<file path="src/rtl/regfile_wb_arbiter_pkg.sv">
// Shared definitions for the register-file write-side front end.
package regfile_wb_arbiter_pkg;

    localparam int unsigned REG_ADDR_W = 5;
    localparam int unsigned NUM_REGS   = 32;
    localparam int unsigned XLEN       = 32;

    typedef struct packed {
        logic                  valid;
        logic [REG_ADDR_W-1:0] rd;
        logic [XLEN-1:0]       data;
    } wb_req_t;

endpackage

</file>
<file path="src/rtl/regfile_wb_arbiter_if.sv">
// Bundle of writeback sources, register-file write port and decode scoreboard signals.
interface regfile_wb_arbiter_if #(
    parameter int unsigned XLEN = regfile_wb_arbiter_pkg::XLEN
);
    import regfile_wb_arbiter_pkg::*;

    logic                  wb_valid;
    logic [REG_ADDR_W-1:0] wb_rd;
    logic [XLEN-1:0]       wb_data;
    logic                  lt_issue_valid;
    logic [REG_ADDR_W-1:0] lt_issue_rd;
    logic                  lt_res_valid;
    logic                  lt_res_ready;
    logic [REG_ADDR_W-1:0] lt_res_rd;
    logic [XLEN-1:0]       lt_res_data;
    logic                  rf_write_enable;
    logic [REG_ADDR_W-1:0] rf_write_reg;
    logic [XLEN-1:0]       rf_write_data;
    logic [REG_ADDR_W-1:0] chk_rs1;
    logic [REG_ADDR_W-1:0] chk_rs2;
    logic                  stall;
    logic [NUM_REGS-1:0]   pending;

    modport master (
        output wb_valid, wb_rd, wb_data, lt_issue_valid, lt_issue_rd,
               lt_res_valid, lt_res_rd, lt_res_data, chk_rs1, chk_rs2,
        input  lt_res_ready, rf_write_enable, rf_write_reg, rf_write_data, stall, pending
    );

    modport slave (
        input  wb_valid, wb_rd, wb_data, lt_issue_valid, lt_issue_rd,
               lt_res_valid, lt_res_rd, lt_res_data, chk_rs1, chk_rs2,
        output lt_res_ready, rf_write_enable, rf_write_reg, rf_write_data, stall, pending
    );

endinterface

</file>
<file path="src/rtl/regfile_wb_arbiter_sync_fifo.sv">
// Synchronous FIFO with occupancy count; DEPTH must be a power of two so pointers wrap naturally.
module sync_fifo #(
    parameter int unsigned DEPTH = 2,
    parameter int unsigned WIDTH = 37,
    localparam int unsigned PTR_W = $clog2(DEPTH),
    localparam int unsigned CNT_W = PTR_W + 1
) (
    input  logic             clk,
    input  logic             reset,
    input  logic             push,
    input  logic [WIDTH-1:0] push_data,
    input  logic             pop,
    output logic [WIDTH-1:0] pop_data,
    output logic             full,
    output logic             empty,
    output logic [CNT_W-1:0] count
);

    logic [WIDTH-1:0] mem [DEPTH];
    logic [PTR_W-1:0] wr_ptr_q, rd_ptr_q;
    logic [CNT_W-1:0] count_q;
    logic             do_push, do_pop;

    assign full     = (count_q == CNT_W'(DEPTH));
    assign empty    = (count_q == '0);
    assign count    = count_q;
    assign pop_data = mem[rd_ptr_q];
    assign do_push  = push && !full;
    assign do_pop   = pop && !empty;

    always_ff @(posedge clk) begin
        if (do_push) begin
            mem[wr_ptr_q] <= push_data;
        end
    end

    always_ff @(posedge clk) begin
        if (reset) begin
            wr_ptr_q <= '0;
            rd_ptr_q <= '0;
            count_q  <= '0;
        end else begin
            if (do_push) wr_ptr_q <= wr_ptr_q + 1'b1;
            if (do_pop)  rd_ptr_q <= rd_ptr_q + 1'b1;
            if (do_push && !do_pop) begin
                count_q <= count_q + 1'b1;
            end else if (do_pop && !do_push) begin
                count_q <= count_q - 1'b1;
            end
        end
    end

endmodule

</file>
<file path="src/rtl/regfile_wb_arbiter.sv">
// Register-file write-port arbiter: pipeline writeback over buffered long-latency results,
// plus the pending-destination scoreboard used by decode to stall.
module regfile_wb_arbiter
    import regfile_wb_arbiter_pkg::*;
#(
    parameter int unsigned DEPTH = 2,
    parameter int unsigned XLEN  = regfile_wb_arbiter_pkg::XLEN,
    localparam int unsigned CNT_W = $clog2(DEPTH) + 1
) (
    input logic                  clk,
    input logic                  reset,
    regfile_wb_arbiter_if.slave  bus
);

    localparam int unsigned ENT_W = REG_ADDR_W + XLEN;

    logic [ENT_W-1:0]      push_data, pop_data;
    logic                  fifo_full, fifo_empty, push, pop;
    logic [CNT_W-1:0]      fifo_count;
    logic                  accept, bypass, lt_sel;
    wb_req_t               sel;
    logic                  rf_we_q;
    logic [REG_ADDR_W-1:0] rf_reg_q;
    logic [XLEN-1:0]       rf_data_q;
    logic [NUM_REGS-1:0]   pending_q, pending_d;

    sync_fifo #(
        .DEPTH (DEPTH),
        .WIDTH (ENT_W)
    ) u_fifo (
        .clk       (clk),
        .reset     (reset),
        .push      (push),
        .push_data (push_data),
        .pop       (pop),
        .pop_data  (pop_data),
        .full      (fifo_full),
        .empty     (fifo_empty),
        .count     (fifo_count)
    );

    // Ready looks only at registered occupancy, never at this cycle's pop.
    assign bus.lt_res_ready = !reset && (fifo_count < CNT_W'(DEPTH));
    assign accept           = bus.lt_res_valid && bus.lt_res_ready;
    assign push_data        = {bus.lt_res_rd, bus.lt_res_data};

    always_comb begin
        sel    = '0;
        pop    = 1'b0;
        bypass = 1'b0;
        lt_sel = 1'b0;
        if (bus.wb_valid) begin
            sel.valid = 1'b1;
            sel.rd    = bus.wb_rd;
            sel.data  = bus.wb_data;
        end else if (!fifo_empty) begin
            sel.valid = 1'b1;
            sel.rd    = pop_data[XLEN +: REG_ADDR_W];
            sel.data  = pop_data[XLEN-1:0];
            pop       = 1'b1;
            lt_sel    = 1'b1;
        end else if (accept) begin
            sel.valid = 1'b1;
            sel.rd    = bus.lt_res_rd;
            sel.data  = bus.lt_res_data;
            bypass    = 1'b1;
            lt_sel    = 1'b1;
        end
        push = accept && !bypass;
    end

    always_ff @(posedge clk) begin
        if (reset) begin
            rf_we_q   <= 1'b0;
            rf_reg_q  <= '0;
            rf_data_q <= '0;
        end else begin
            rf_we_q <= sel.valid && (sel.rd != '0);
            if (sel.valid && (sel.rd != '0)) begin
                rf_reg_q  <= sel.rd;
                rf_data_q <= sel.data;
            end
        end
    end

    // Set is applied after clear so a same-cycle reissue keeps the bit.
    always_comb begin
        pending_d = pending_q;
        if (lt_sel) begin
            pending_d[sel.rd] = 1'b0;
        end
        if (bus.lt_issue_valid && (bus.lt_issue_rd != '0)) begin
            pending_d[bus.lt_issue_rd] = 1'b1;
        end
        pending_d[0] = 1'b0;
    end

    always_ff @(posedge clk) begin
        if (reset) begin
            pending_q <= '0;
        end else begin
            pending_q <= pending_d;
        end
    end

    assign bus.rf_write_enable = rf_we_q;
    assign bus.rf_write_reg    = rf_reg_q;
    assign bus.rf_write_data   = rf_data_q;
    assign bus.pending         = pending_q;
    assign bus.stall           = pending_q[bus.chk_rs1] | pending_q[bus.chk_rs2];

    a_one_outstanding: assert property (@(posedge clk) disable iff (reset)
        (bus.lt_issue_valid && (bus.lt_issue_rd != '0)) |->
        (!pending_q[bus.lt_issue_rd] || (lt_sel && (sel.rd == bus.lt_issue_rd))));

    a_full_not_ready: assert property (@(posedge clk) disable iff (reset)
        fifo_full |-> !bus.lt_res_ready);

endmodule

</file>
<file path="src/flat_wrapper.sv">
// flat-port wrapper written by rule: the top's interface ports become plain ports
module regfile_wb_arbiter_flat import regfile_wb_arbiter_pkg::*;
#(
    parameter int unsigned DEPTH = 2,
    parameter int unsigned XLEN  = regfile_wb_arbiter_pkg::XLEN,
    localparam int unsigned CNT_W = $clog2(DEPTH) + 1
)
  (clk, reset, bus_wb_valid, bus_wb_rd, bus_wb_data, bus_lt_issue_valid, bus_lt_issue_rd, bus_lt_res_valid, bus_lt_res_rd, bus_lt_res_data, bus_chk_rs1, bus_chk_rs2, bus_lt_res_ready, bus_rf_write_enable, bus_rf_write_reg, bus_rf_write_data, bus_stall, bus_pending);
  regfile_wb_arbiter_if #(.XLEN(XLEN)) bus_i ();
  input logic clk;
  input logic reset;
  input wire logic [$bits(bus_i.wb_valid)-1:0] bus_wb_valid;
  input wire logic [$bits(bus_i.wb_rd)-1:0] bus_wb_rd;
  input wire logic [$bits(bus_i.wb_data)-1:0] bus_wb_data;
  input wire logic [$bits(bus_i.lt_issue_valid)-1:0] bus_lt_issue_valid;
  input wire logic [$bits(bus_i.lt_issue_rd)-1:0] bus_lt_issue_rd;
  input wire logic [$bits(bus_i.lt_res_valid)-1:0] bus_lt_res_valid;
  input wire logic [$bits(bus_i.lt_res_rd)-1:0] bus_lt_res_rd;
  input wire logic [$bits(bus_i.lt_res_data)-1:0] bus_lt_res_data;
  input wire logic [$bits(bus_i.chk_rs1)-1:0] bus_chk_rs1;
  input wire logic [$bits(bus_i.chk_rs2)-1:0] bus_chk_rs2;
  output wire logic [$bits(bus_i.lt_res_ready)-1:0] bus_lt_res_ready;
  output wire logic [$bits(bus_i.rf_write_enable)-1:0] bus_rf_write_enable;
  output wire logic [$bits(bus_i.rf_write_reg)-1:0] bus_rf_write_reg;
  output wire logic [$bits(bus_i.rf_write_data)-1:0] bus_rf_write_data;
  output wire logic [$bits(bus_i.stall)-1:0] bus_stall;
  output wire logic [$bits(bus_i.pending)-1:0] bus_pending;
  assign bus_i.wb_valid = bus_wb_valid;
  assign bus_i.wb_rd = bus_wb_rd;
  assign bus_i.wb_data = bus_wb_data;
  assign bus_i.lt_issue_valid = bus_lt_issue_valid;
  assign bus_i.lt_issue_rd = bus_lt_issue_rd;
  assign bus_i.lt_res_valid = bus_lt_res_valid;
  assign bus_i.lt_res_rd = bus_lt_res_rd;
  assign bus_i.lt_res_data = bus_lt_res_data;
  assign bus_i.chk_rs1 = bus_chk_rs1;
  assign bus_i.chk_rs2 = bus_chk_rs2;
  assign bus_lt_res_ready = bus_i.lt_res_ready;
  assign bus_rf_write_enable = bus_i.rf_write_enable;
  assign bus_rf_write_reg = bus_i.rf_write_reg;
  assign bus_rf_write_data = bus_i.rf_write_data;
  assign bus_stall = bus_i.stall;
  assign bus_pending = bus_i.pending;
  regfile_wb_arbiter #(.DEPTH(DEPTH), .XLEN(XLEN)) u_core (.clk(clk), .reset(reset), .bus(bus_i));
endmodule
</file>
<file path="config.mk">
export PLATFORM = sky130hd
export DESIGN_NAME = regfile_wb_arbiter_flat
export DESIGN_NICKNAME = d
export VERILOG_FILES = /design/src/rtl/regfile_wb_arbiter_pkg.sv /design/src/rtl/regfile_wb_arbiter_if.sv /design/src/rtl/regfile_wb_arbiter_sync_fifo.sv /design/src/rtl/regfile_wb_arbiter.sv /design/src/flat_wrapper.sv
export SDC_FILE = /design/constraint.sdc
export NUM_CORES = 1
export LEC_CHECK = 0
export CORE_UTILIZATION = 50
export DETAILED_ROUTE_END_ITERATION = 8
export GPL_TIMING_DRIVEN = 1
export PLACE_DENSITY_LB_ADDON = 0.08
export SYNTH_ARGS = -nofsm -noshare
export SYNTH_HDL_FRONTEND = slang
export SYNTH_SLANG_ARGS = --single-unit
</file>
<file path="constraint.sdc">
create_clock -name clk -period 16.6 [get_ports clk]
set_input_delay 4.98 -clock clk [delete_from_list [all_inputs] [get_ports clk]]
set_output_delay 4.98 -clock clk [all_outputs]
set_load 0.1 [all_outputs]
</file>
==> results.yml <==
place:
  gp_congestion: 0.927
  portBuffers: 164
  hpwlAfterDp_um: 12100
timing:
  setup_violations: 0
  hold_viol: 0
  setup_tns_ns: 0
  clock.fmax_ghz: 0.0770
  rsz0062_at_grt: "false"
  finalCritPeriodShare_pct: 78.2
  finalMaxSlewViolations: 0
  finClkSkew_ns: 0.00629
  timing.slew.headroom_pct: 33.4
  worst_pin_slew_ns: 0.996
  min_period_ns: 12.98
clocking:
  path_clk_slew_ns: 0.06
  cts_sinks: 148
  cts_tree: "done"
  clock_path_buffers: 2
  cts_resized: 0
  htree_levels: 4
  postCtsHoldBufs: 0
  clk_latency_ns: 0.42
  cts_root_buffer: "clkbuf_16"
  cts_setup_buffers: 0
  cts_buffers: 17
cells_and_area:
  nNetsFinal: 786
  final_util_pct: 68.3
  antenna_cells: 0
  synthToLayoutAreaGrowth_pct: 32.5
  largest_reg_flops: 74
  drive_above_1_share_pct: 14.3
  regMostFlops: "u_core.u_fifo.mem"
min_path:
  hold_class: "flop to flop"
  whs_path_depth: 2
floorplanning:
  rows: 42
  dieArea_mm2: 0.0142
  core-area_mm2: 0.0133
  start_util_pct: 51.6
  io_pins: 166
  dieWidth_um: 119
  die_h_um: 119
critical_path:
  worst_setup_path_end_kind: "output port"
  worstPathMaxFanout: 7
  criticalPathCategory: "input pin to output port"
  cpPeakStageDelay_ns: 0.97
  path_buf_inv: 2
  rr_worst_depth: 5
  reg2reg_slack_ns: 13.23
  path_depth: 6
  crit_slowest_cell: "clkdlybuf4s50_1"
  path_cells: "clkdlybuf4s50_1, mux4_2, mux4_2, a22oi_1, o211ai_1, clkdlybuf4s50_1"
  cp.arrival_ns: 8.00
  worstPathRequired_ns: 11.62
  crit_family: "buffers and inverters"
  start_kind: "input pin"
synthesis:
  syn-instance-count: 551
  synth.top_cell.area_share_pct: 32.3
  syn_avg_cell_area_um2: 12.5
  ys_ff_latch: 148
  synth_nets: 646
  ys_types: 54
  ys_warn_count: 0
  synth_ff_type: "edfxtp_1"
  ys_top_cells_by_area: "edfxtp_1 32%, dfxtp_1 22%, mux2i_1 6.3%"
  synth_common_cells: "74 x dfxtp_1, 74 x edfxtp_1, 43 x mux2i_1"
  synth.yosys.seq_area_share_pct: 53.8
  synthArstFlopShare_pct: 0
  synth-edff-count: 74
  synth_area_leader_cell: "edfxtp_1"
  syn_area_mm2: 0.00688
pwr:
  ir_drop_mv: 0.103
  p_leak_nw: 3.02
  power_density_mw_per_mm2: 139
routing:
  wl_um: 18200
  firstDrtPassIters: 6
  via_per_inst: 6.16
  drtIter0Drc: 308
  vias: 5420
  drc: 0
  post_drt_wl_per_cell_um: 20.7
  ant_nets: 0
global_routing:
  antenna_found_initial: 0
  grtUsageTotal_pct: 26.6
  first_global_vias: 5530
  grt_util_met3_pct: 8.38
  grt_max_degree: 79
  top_usage_layer: "met2"
  grt_pass1_wl_um: 29100
  grt_use_met1_pct: 33.6
  grt_overflow_total: 0
  use_met2_pct: 42.0
flow_run:
  cap_violations: 0
outcome:
  status: "finished clean"
[path summary, 6_finish.rpt]
check,to,start
hold reg to reg,u_core.bus.rf_write_data[15],u_core.bus.rf_write_data[15]
setup reg to reg,u_core.bus.rf_write_data[5],flop
hold / removal,u_core.bus.rf_write_data[15],u_core.bus.rf_write_data[15]
setup / recovery,bus_stall,bus_chk_rs1[0]
[layout make-up]
cell class | instances | area (µm²)
Fill cell | 1011 | 4230
Clock inverter | 15 | 165
Clock buffer | 17 | 425
Sequential cell | 148 | 3700
Timing Repair Buffer | 169 | 1670
Tap cell | 176 | 220
Multi-Input combinational cell | 352 | 2920
Inverter | 3 | 11.3
[power breakdown]
part / switching (mW) / internal, mW / leakage (nW)
clock: 0.147 / 0.234 / 0.288
sequential: 0.0357 / 0.421 / 1.28
combinational: 0.286 / 0.144 / 1.45
total: 0.469 / 0.799 / 3.02
[layer usage]
| layer | part of all wire, % | up-vias |
|---|---|---|
| met3 | 8.4 | 53 |
| met5 | 0 | - |
| met4 | 3.0 | 0 |
| met2 | 47 | 237 |
| li1 | - | 2482 |
| met1 | 41 | 2648 |
[logic make-up (layout without fill, tap and decap cells)]
group	count (synthesis)	after routing	synth area share (%)
AO/OA/AOI/OAI	155	155	17.7
other	1	1	0.0545
flip-flops	148	148	53.8
AND/OR/NAND/NOR	99	99	6.91
adder cells (fa/ha/maj)	1	1	0.182
multiplexers	92	92	16.8
XOR/XNOR	4	4	0.509
buffers and inverters	51	204	4.05
[cell usage in the layout, fill, tap and decap left out, types with 2 or more instances in the layout]
master / count
a221o_1: 32
clkinv_2: 7
clkbuf_16: 17
mux2i_1: 43
xor2_1: 3
o211ai_1: 42
o21ai_1: 2
nand4_1: 7
nand3_1: 11
dfxtp_1: 73
or2_1: 2
o311ai_1: 18
mux2_2: 33
or3_1: 2
inv_1: 2
o22ai_1: 2
buf_4: 5
a31o_1: 2
a22oi_1: 2
bufinv_16: 3
nand2b_1: 3
a21oi_1: 8
clkinv_4: 2
nand2_1: 41
o21ai_0: 33
nor2b_1: 4
and3_1: 2
clkdlybuf4s50_1: 163
edfxtp_1: 74
mux4_2: 15
o311ai_0: 5
clkinvlp_4: 3
nor2_1: 19
[stage by stage]
step	hold slack [ns]	total power [mW]	cells	setup WS, ns	instance area, µm²
after global routing	0.482	1.32	880	3.47	9120
after floorplan	0.472	0.792	551	4.12	6880
after global placement	0.446	0.888	848	3.62	8530
final	0.459	1.27	880	3.62	9120
after detailed placement	0.453	0.894	848	3.60	8530
after CTS	0.461	1.28	880	3.60	9120
[worst min-delay path, delay by kind of cell, from the launching register on]
kind	cells	cell delay (ns)
flops	1	0.31
simple gates	1	0.05
mux	1	0.05
(Power assumes the default switching activity.)
